<file path="src/rtl/cpu_io_seq_pkg.sv">
// Shared types and sizing for the CPU_IO operation sequencer.
// Holds the FSM state enum, lane/operand widths, beat count and counter width.
package cpu_io_seq_pkg;

  localparam int LANE_W    = 4;
  localparam int OP_WIDTH  = 32;
  localparam int TIMEOUT_W = 8;

  function automatic int beats_of(input int w, input int l);
    return w / l;
  endfunction

  localparam int BEATS = beats_of(OP_WIDTH, LANE_W);

  typedef enum logic [2:0] {
    IDLE,
    SEND,
    WAIT,
    RECV,
    DONE
  } state_t;

endpackage

</file>
<file path="src/rtl/cpu_io_lane_shifter.sv">
// Nibble shift register: parallel load, or shift right by one lane with
// lane_in entering at the top. Ports: clk, rst, load, shift, din, lane_in, q.
module cpu_io_lane_shifter
  import cpu_io_seq_pkg::*;
#(
  parameter int OP_WIDTH = cpu_io_seq_pkg::OP_WIDTH,
  parameter int LANE_W   = cpu_io_seq_pkg::LANE_W
) (
  input  logic                clk,
  input  logic                rst,
  input  logic                load,
  input  logic                shift,
  input  logic [OP_WIDTH-1:0] din,
  input  logic [LANE_W-1:0]   lane_in,
  output logic [OP_WIDTH-1:0] q
);

  always_ff @(posedge clk) begin
    if (rst) begin
      q <= '0;
    end else if (load) begin
      q <= din;
    end else if (shift) begin
      q <= {lane_in, q[OP_WIDTH-1:LANE_W]};
    end
  end

endmodule

</file>
<file path="src/rtl/cpu_io_op_sequencer.sv">
// Serialises two operands onto OPA/OPB lanes, waits, deserialises RES0/RES1.
// Ports: UserCLK, Reset, cmd_*, OPA_O/OPB_O, RES0_I..RES2_I, rsp_*.
// Macro CPU_IO_SEQ_STROBE_EN: WAIT ends on RES2_I[0] strobe, with timeout.
module cpu_io_op_sequencer
  import cpu_io_seq_pkg::*;
#(
  parameter int OP_WIDTH = cpu_io_seq_pkg::OP_WIDTH,
  parameter int LANE_W   = cpu_io_seq_pkg::LANE_W,
  parameter int TIMEOUT  = 255
) (
  input  logic                  UserCLK,
  input  logic                  Reset,
  input  logic                  cmd_valid,
  output logic                  cmd_ready,
  input  logic [OP_WIDTH-1:0]   cmd_op_a,
  input  logic [OP_WIDTH-1:0]   cmd_op_b,
  input  logic [7:0]            cmd_latency,
  output logic [LANE_W-1:0]     OPA_O,
  output logic [LANE_W-1:0]     OPB_O,
  input  logic [LANE_W-1:0]     RES0_I,
  input  logic [LANE_W-1:0]     RES1_I,
  input  logic [LANE_W-1:0]     RES2_I,
  output logic                  rsp_valid,
  input  logic                  rsp_ready,
  output logic [2*OP_WIDTH-1:0] rsp_data,
  output logic [LANE_W-1:0]     rsp_flags,
  output logic                  rsp_err
);

  localparam int NBEATS = beats_of(OP_WIDTH, LANE_W);
  localparam logic [TIMEOUT_W-1:0] LAST_BEAT =
    TIMEOUT_W'(NBEATS - 1);

  state_t               state;
  state_t               state_n;
  logic [TIMEOUT_W-1:0] cnt;
  logic [TIMEOUT_W-1:0] cnt_n;
  logic [7:0]           lat;
  logic                 load;
  logic                 op_shift;
  logic                 res_shift;
  logic                 cap;
  logic                 tmo;

  logic [OP_WIDTH-1:0]  opa_q;
  logic [OP_WIDTH-1:0]  opb_q;
  logic [OP_WIDTH-1:0]  res0_q;
  logic [OP_WIDTH-1:0]  res1_q;

  cpu_io_lane_shifter #(.OP_WIDTH(OP_WIDTH), .LANE_W(LANE_W)) u_opa (
    .clk(UserCLK), .rst(Reset), .load(load), .shift(op_shift),
    .din(cmd_op_a), .lane_in('0), .q(opa_q)
  );

  cpu_io_lane_shifter #(.OP_WIDTH(OP_WIDTH), .LANE_W(LANE_W)) u_opb (
    .clk(UserCLK), .rst(Reset), .load(load), .shift(op_shift),
    .din(cmd_op_b), .lane_in('0), .q(opb_q)
  );

  cpu_io_lane_shifter #(.OP_WIDTH(OP_WIDTH), .LANE_W(LANE_W)) u_res0 (
    .clk(UserCLK), .rst(Reset), .load(1'b0), .shift(res_shift),
    .din('0), .lane_in(RES0_I), .q(res0_q)
  );

  cpu_io_lane_shifter #(.OP_WIDTH(OP_WIDTH), .LANE_W(LANE_W)) u_res1 (
    .clk(UserCLK), .rst(Reset), .load(1'b0), .shift(res_shift),
    .din('0), .lane_in(RES1_I), .q(res1_q)
  );

  always_ff @(posedge UserCLK) begin
    if (Reset) begin
      state <= IDLE;
      cnt   <= '0;
      lat   <= '0;
    end else begin
      state <= state_n;
      cnt   <= cnt_n;
      if (load) begin
        lat <= cmd_latency;
      end
    end
  end

  always_comb begin
    state_n   = state;
    cnt_n     = cnt;
    load      = 1'b0;
    op_shift  = 1'b0;
    res_shift = 1'b0;
    cap       = 1'b0;
    tmo       = 1'b0;
    unique case (state)
      IDLE: begin
        if (cmd_valid) begin
          load    = 1'b1;
          cnt_n   = '0;
          state_n = SEND;
        end
      end
      SEND: begin
        op_shift = 1'b1;
        if (cnt == LAST_BEAT) begin
          cnt_n = '0;
`ifdef CPU_IO_SEQ_STROBE_EN
          state_n = WAIT;
`else
          state_n = (lat == 8'd0) ? RECV : WAIT;
`endif
        end else begin
          cnt_n = cnt + 1'b1;
        end
      end
      WAIT: begin
`ifdef CPU_IO_SEQ_STROBE_EN
        if (RES2_I[0]) begin
          cnt_n   = '0;
          state_n = RECV;
        end else if (cnt == TIMEOUT_W'(TIMEOUT - 1)) begin
          cnt_n   = '0;
          tmo     = 1'b1;
          state_n = DONE;
        end else begin
          cnt_n = cnt + 1'b1;
        end
`else
        if (cnt == TIMEOUT_W'(lat - 8'd1)) begin
          cnt_n   = '0;
          state_n = RECV;
        end else begin
          cnt_n = cnt + 1'b1;
        end
`endif
      end
      RECV: begin
        res_shift = 1'b1;
        if (cnt == LAST_BEAT) begin
          cnt_n   = '0;
          cap     = 1'b1;
          state_n = DONE;
        end else begin
          cnt_n = cnt + 1'b1;
        end
      end
      DONE: begin
        if (rsp_ready) begin
          state_n = IDLE;
        end
      end
    endcase
  end

  assign cmd_ready = (state == IDLE);
  assign OPA_O = (state == SEND) ? opa_q[LANE_W-1:0] : '0;
  assign OPB_O = (state == SEND) ? opb_q[LANE_W-1:0] : '0;

  // The final beat is folded in here directly so the response word
  // is complete on the same edge that enters DONE.
  always_ff @(posedge UserCLK) begin
    if (Reset) begin
      rsp_valid <= 1'b0;
      rsp_data  <= '0;
      rsp_flags <= '0;
    end else begin
      rsp_valid <= (state_n == DONE);
      if (cap) begin
        rsp_data  <= {RES1_I, res1_q[OP_WIDTH-1:LANE_W],
                      RES0_I, res0_q[OP_WIDTH-1:LANE_W]};
        rsp_flags <= RES2_I;
      end else if (tmo) begin
        rsp_data  <= '0;
        rsp_flags <= '0;
      end
    end
  end

`ifdef CPU_IO_SEQ_STROBE_EN
  always_ff @(posedge UserCLK) begin
    if (Reset) begin
      rsp_err <= 1'b0;
    end else if (cap) begin
      rsp_err <= 1'b0;
    end else if (tmo) begin
      rsp_err <= 1'b1;
    end
  end

  logic unused_ok;
  assign unused_ok = ^{lat,
                       opa_q[OP_WIDTH-1:LANE_W],
                       opb_q[OP_WIDTH-1:LANE_W],
                       res0_q[LANE_W-1:0],
                       res1_q[LANE_W-1:0]};
`else
  assign rsp_err = 1'b0;

  logic unused_ok;
  assign unused_ok = ^{opa_q[OP_WIDTH-1:LANE_W],
                       opb_q[OP_WIDTH-1:LANE_W],
                       res0_q[LANE_W-1:0],
                       res1_q[LANE_W-1:0],
                       (TIMEOUT > 0)};
`endif

endmodule

</file>
<file path="config.mk">
export PLATFORM = sky130hd
export DESIGN_NAME = cpu_io_op_sequencer
export DESIGN_NICKNAME = d
export VERILOG_FILES = /design/src/rtl/cpu_io_seq_pkg.sv /design/src/rtl/cpu_io_lane_shifter.sv /design/src/rtl/cpu_io_op_sequencer.sv
export SDC_FILE = /design/constraint.sdc
export NUM_CORES = 1
export LEC_CHECK = 0
export BUFFER_PORTS_ARGS = -buffer_cell sky130_fd_sc_hd__buf_2
export CORE_ASPECT_RATIO = 1.4
export CORE_MARGIN = 3
export CORE_UTILIZATION = 50
export DETAILED_ROUTE_END_ITERATION = 7
export PLACE_DENSITY_LB_ADDON = 0.25
export SLEW_MARGIN = 10
export SYNTH_ARGS = -nofsm -noshare
export SYNTH_HDL_FRONTEND = slang
export SYNTH_HIERARCHICAL = 1
export SYNTH_SLANG_ARGS = --single-unit
</file>
<file path="constraint.sdc">
create_clock -name UserCLK -period 2.9 [get_ports UserCLK]
set_clock_uncertainty 0.05 [all_clocks]
set_input_delay 0.58 -clock UserCLK [delete_from_list [all_inputs] [get_ports UserCLK]]
set_output_delay 0.58 -clock UserCLK [all_outputs]
set_load 0.02 [all_outputs]
</file>
Yosys cells after proc, flatten, opt, wreduce, memory -nomap -nowiden --
Index checks and enable logic that the tools add are counted.
Storage, ports and cells: output and inout port bits 79, register bits 216, input bits 88, word-level logic and storage cells 49
Operators by class: equality and inequality tests 8, add/sub/neg operators 2, reduce and logical (&&, ||, !) cells 6, multiplexer cells 23
Operator list (count):
- $mux W32 | 4
- $mux W8 | 3
- $pmux W8 S3 | 1
- $mux W3 | 5
- $pmux W3 S5 | 1
- $add A8 B1 Y8 const B | 1
- $eq A8 B3 Y1 const B | 1
- $eq A8 B8 Y1 | 1
- $logic_not A8 Y1 | 1
- $mux W4 | 2
- $sub A8 B1 Y8 const B | 1
- $mux W1 | 7
- $eq A3 B2 Y1 const B | 2
- $eq A3 B3 Y1 const B | 2
- $eq A3 B1 Y1 const B | 1
- $logic_not A3 Y1 | 1
- $reduce_bool A3 Y1 | 1
- $ne A2 B2 Y1 const B | 1
- $reduce_and A2 Y1 | 1
- $reduce_bool A2 Y1 | 1
- $reduce_or A2 Y1 | 1

Logic depth before layout (Yosys ltp) --
word-level depth 5, depth in mapped cells 9, mapped depth without buffers 8

Modules after synthesis --
The synthesis kept the hierarchy.
Modules (own cells, without submodules):
- cpu_io_lane_shifter | area each 1510.2 um^2, cells an instance 142, instances 4, seq. area each 640.6 um^2
- cpu_io_op_sequencer | area each 3709.8 um^2, cells an instance 477, instances 1, seq. area each 1761.7 um^2

Worst setup path after synthesis --
No wires, ideal clock.
path type reg2reg, start register state[2], end register u_opa.q[0], arrival 2151 ps, period minus slack after synthesis 2286 ps, slack 614 ps, setup time 86 ps, cell stages (with the launch flop) 8, buffers on the path 2, data required time 2764 ps, cell sequence dfxtp_1 -> clkbuf_1 -> nor3_1 -> nand2_1 -> clkinv_1 -> inv_1 -> clkbuf_1 -> a211oi_1
On the way: word-level cells in the longest chain between the ends 3, elaborated cells on any way between the ends 6, those cells by class 1 x eq/ne; 3 x mux; 2 x reduce/logical
Ends and longest elaborated chain:
- start, declared | line cpu_io_op_sequencer.sv:34 | state_t state;
- start signal, assigned | line cpu_io_op_sequencer.sv:76 | state <= state_n;
- $logic_not A3 Y1 *
- named net cmd_ready | line cpu_io_op_sequencer.sv:14 | output logic cmd_ready,
- $mux W1 * | line cpu_io_op_sequencer.sv:92 | unique case (state)
- named net load | line cpu_io_op_sequencer.sv:39 | logic load;
- $mux W32 or $reduce_bool A2 Y1 (tied branches)
- end signal, assigned | line cpu_io_lane_shifter.sv:22 | q <= din;
- end signal, assigned | line cpu_io_lane_shifter.sv:24 | q <= {lane_in, q[OP_WIDTH-1:LANE_W]};
- end, declared | line cpu_io_lane_shifter.sv:15 | output logic [OP_WIDTH-1:0] q
The timed path passes the listed nets; every way through them passes the cells marked *. A chain may end at the register's enable or synchronous reset.

Worst setup path after layout --
start register state[0], end output port OPA_O[3]
On the way: word-level cells in the longest chain between the ends 2
Ends and longest elaborated chain:
- $eq A3 B1 Y1 | line cpu_io_op_sequencer.sv:153 | assign OPA_O = (state == SEND) ? opa_q[LANE_W-1:0] : '0;
- $mux W4 | line cpu_io_op_sequencer.sv:153
- end, declared | line cpu_io_op_sequencer.sv:18 | output logic [LANE_W-1:0] OPA_O,
Every way passes these cells.

==> impl_metrics.csv <==
group,metric,value,unit
min_path,holdPathStages,3,
setup_path,arrival,1940,ps
detailed_routing,firstDrtPassIters,4,
sta,hold_violations,0,
detailed_routing,antenna_left,0,
sta,setup_tns,0,ps
sta,slew_violations,0,
setup_path,crit_path_start,"state[0]",
run,cap_viol_max_count,0,
setup_path,path_buf_inv,2,
cts,cts_tree,"done",
setup_path,path_cells,"nor2b_1 > nor2b_4 > buf_12 > and2_1 > buf_2",
placement,place_congestion,0.849,
finish,fin_nets,1310,
power_and_ir_drop,comb_power_share,0.098,
floorplan,rows,58,
finish,fin_area,11200,um^2
finish,final_common_cell,"dfxtp_1",
setup_path,cp-start-kind,"register",
power_and_ir_drop,powerDensity,572,nW/um^2
setup_path,crit_end,"OPA_O[3]",
power_and_ir_drop,switchingPower,0.00153,W
cts,cts_sinks,208,
setup_path,r2r-end,"rsp_valid",
detailed_routing,routed_via_density,5.05,
detailed_routing,drt_iter0_markers,335,
floorplan,ios,167,
power_and_ir_drop,internal_power,0.00488,W
setup_path,crit_path_max_incr_delay,510,ps
power_and_ir_drop,p_sw_frac,0.239,
min_path,min_path_type,"in2reg",
setup_path,worst-path-stages,5,
finish,layout-drive-gt1-share,0.194,
finish,num_antenna_cells,0,
detailed_routing,vias,7441,
setup_path,crit_fanout,18,
floorplan,chipHeight,168,um
cts,clk_pin_slew,60,ps
finish,final_cell_mix,"208 x dfxtp_1, 169 x nand2_1, 164 x buf_2, 122 x nor2b_1, 121 x a211oi_1",
global_routing,grt_antenna_before_repair,2,
global_routing,first_global_vias,7326,
power_and_ir_drop,seq_power_share,0.484,
floorplan,dieWidth,122,um
setup_path,reg2reg_slack,570,ps
detailed_routing,drt-total-wl,21200,um
sta,slew-limit-headroom,0.575,
floorplan,dieArea,20500,um^2
placement,hpwlAfterDp,13900,um
synth,synthesis.area,9400,um^2
cts,cts-htree-levels,1,
placement,portBuffers,165,
setup_path,rr_startpoint,"lat[0]",
sta,period_minus_slack,2570,ps
status,status,"finished clean",
power_and_ir_drop,vdd_drop_max,523,uV
setup_path,critical_path_class,"reg2out",
floorplan,start_util,0.516,
setup_path,worst_ep_required_time,2270,ps
cts,clk_latency,490,ps
finish,synthToLayoutAreaGrowth,19.3,%
cts,cts.path.max_buffers,3,
global_routing,grt_usage,0.203,
placement,dp_cells,1432,
sta,worst-slew-pin-transition,637,ps
global_routing,grt_first_pass_wirelength,35400,um
setup_path,critPathSlowestCell,"dfxtp_1",
synth,avgSynthCellArea,9.28,um^2
global_routing,gr-total-overflow,0,
detailed_routing,drc,0,
sta,setup_violations,0,
setup_path,critPathCaptureType,"output pin",
global_routing,grt_max_degree,88,
cts,ctsResizeCount,0,
sta,fin_crit_sh,0.885,
setup_path,rr_worst_depth,8,
power_and_ir_drop,p_clk_frac,0.418,
cts,numCtsBuffers,21,
synth,syn_inst,1013,
placement,place_area,10500,um^2
detailed_routing,avgRoutedWirePerCell,14.4,um
sta,max_freq,0.390,GHz
floorplan,coreArea,18200,um^2
finish,instances_no_fill,1474,
cts,cts-root-buf,"clkbuf_16",
setup_path,critical_path.top_delay_family,"simple AND/OR/NAND/NOR gates",
power_and_ir_drop,p_leak,4.54,nW
sta,rsz0062_at_grt,"false",
synth,yosys_warnings,6,
==> registers in the layout, indices dropped and copies added (netlist names) <==
register   count
cnt            8
u_res0/q      28
rsp_valid      1
u_opa/q       32
u_res1/q      28
rsp_data      64
lat            8
state          3
u_opb/q       32
rsp_flags      4
==> tightest hold or removal path, cell delays in order <==
cell	delay, ps
buf_2	90
nand2_1	40
a21oi_1	50
==> per-layer routing <==
layer	vias up	track usage	routed length, um
met1	3403	0.252	9420
met4	4	0.0502	351
met2	149	0.358	10200
met5	-	0	22
met3	28	0.0410	1120
li1	3857	-	-
==> power groups by stage <==
stage | Combinational [W] | Sequential (W) | Clock [W]
after floorplan | 0.000489 | 0.00313 | 0
after global placement | 0.000593 | 0.00317 | 0
after detailed placement | 0.000602 | 0.00317 | 0
after CTS | 0.000608 | 0.00311 | 0.00275
after global routing | 0.000703 | 0.00312 | 0.00288
final | 0.000630 | 0.00310 | 0.00268
==> how the worst min path moves through the flow <==
stage              startpoint           end  slack [ps]
3_5_place_dp      u_res0/q[5]   rsp_data[1]         390
5_1_grt             RES2_I[3]  rsp_flags[3]         260
6_report            RES2_I[0]  rsp_flags[0]         270
4_1_cts        cmd_latency[4]        lat[4]         250
2_1_floorplan     u_res0/q[4]   rsp_data[0]         380
3_3_place_gp     rsp_flags[3]  rsp_flags[3]         390
==> metrics by stage <==
stage	setup WS (ps)	utilization	power, W	hold WS, ps
floorplan	614	-	0.00362	381
global placement	596	0.575	0.00376	388
detailed placement	573	0.575	0.00377	392
CTS	61.6	0.613	0.00647	255
global route	207	0.616	0.00670	262
finish	334	0.616	0.00642	272
==> cell type report <==
cell class,instances,area [um^2]
Fill cell,1616,7000
Multi-Input combinational cell,788,4930
Sequential cell,208,4160
Timing Repair Buffer,192,1100
Clock buffer,32,627
Tap cell,240,300
Clock inverter,5,58.8
Inverter,9,33.8
==> repair_timing <==
item / 4_1_cts / 5_1_grt
hold buffers: 0 / 0
endpoints found under the setup margin: 0 / 8
buffers inserted: 0 / 5
Note: power is estimated with default switching activity, not from simulation.
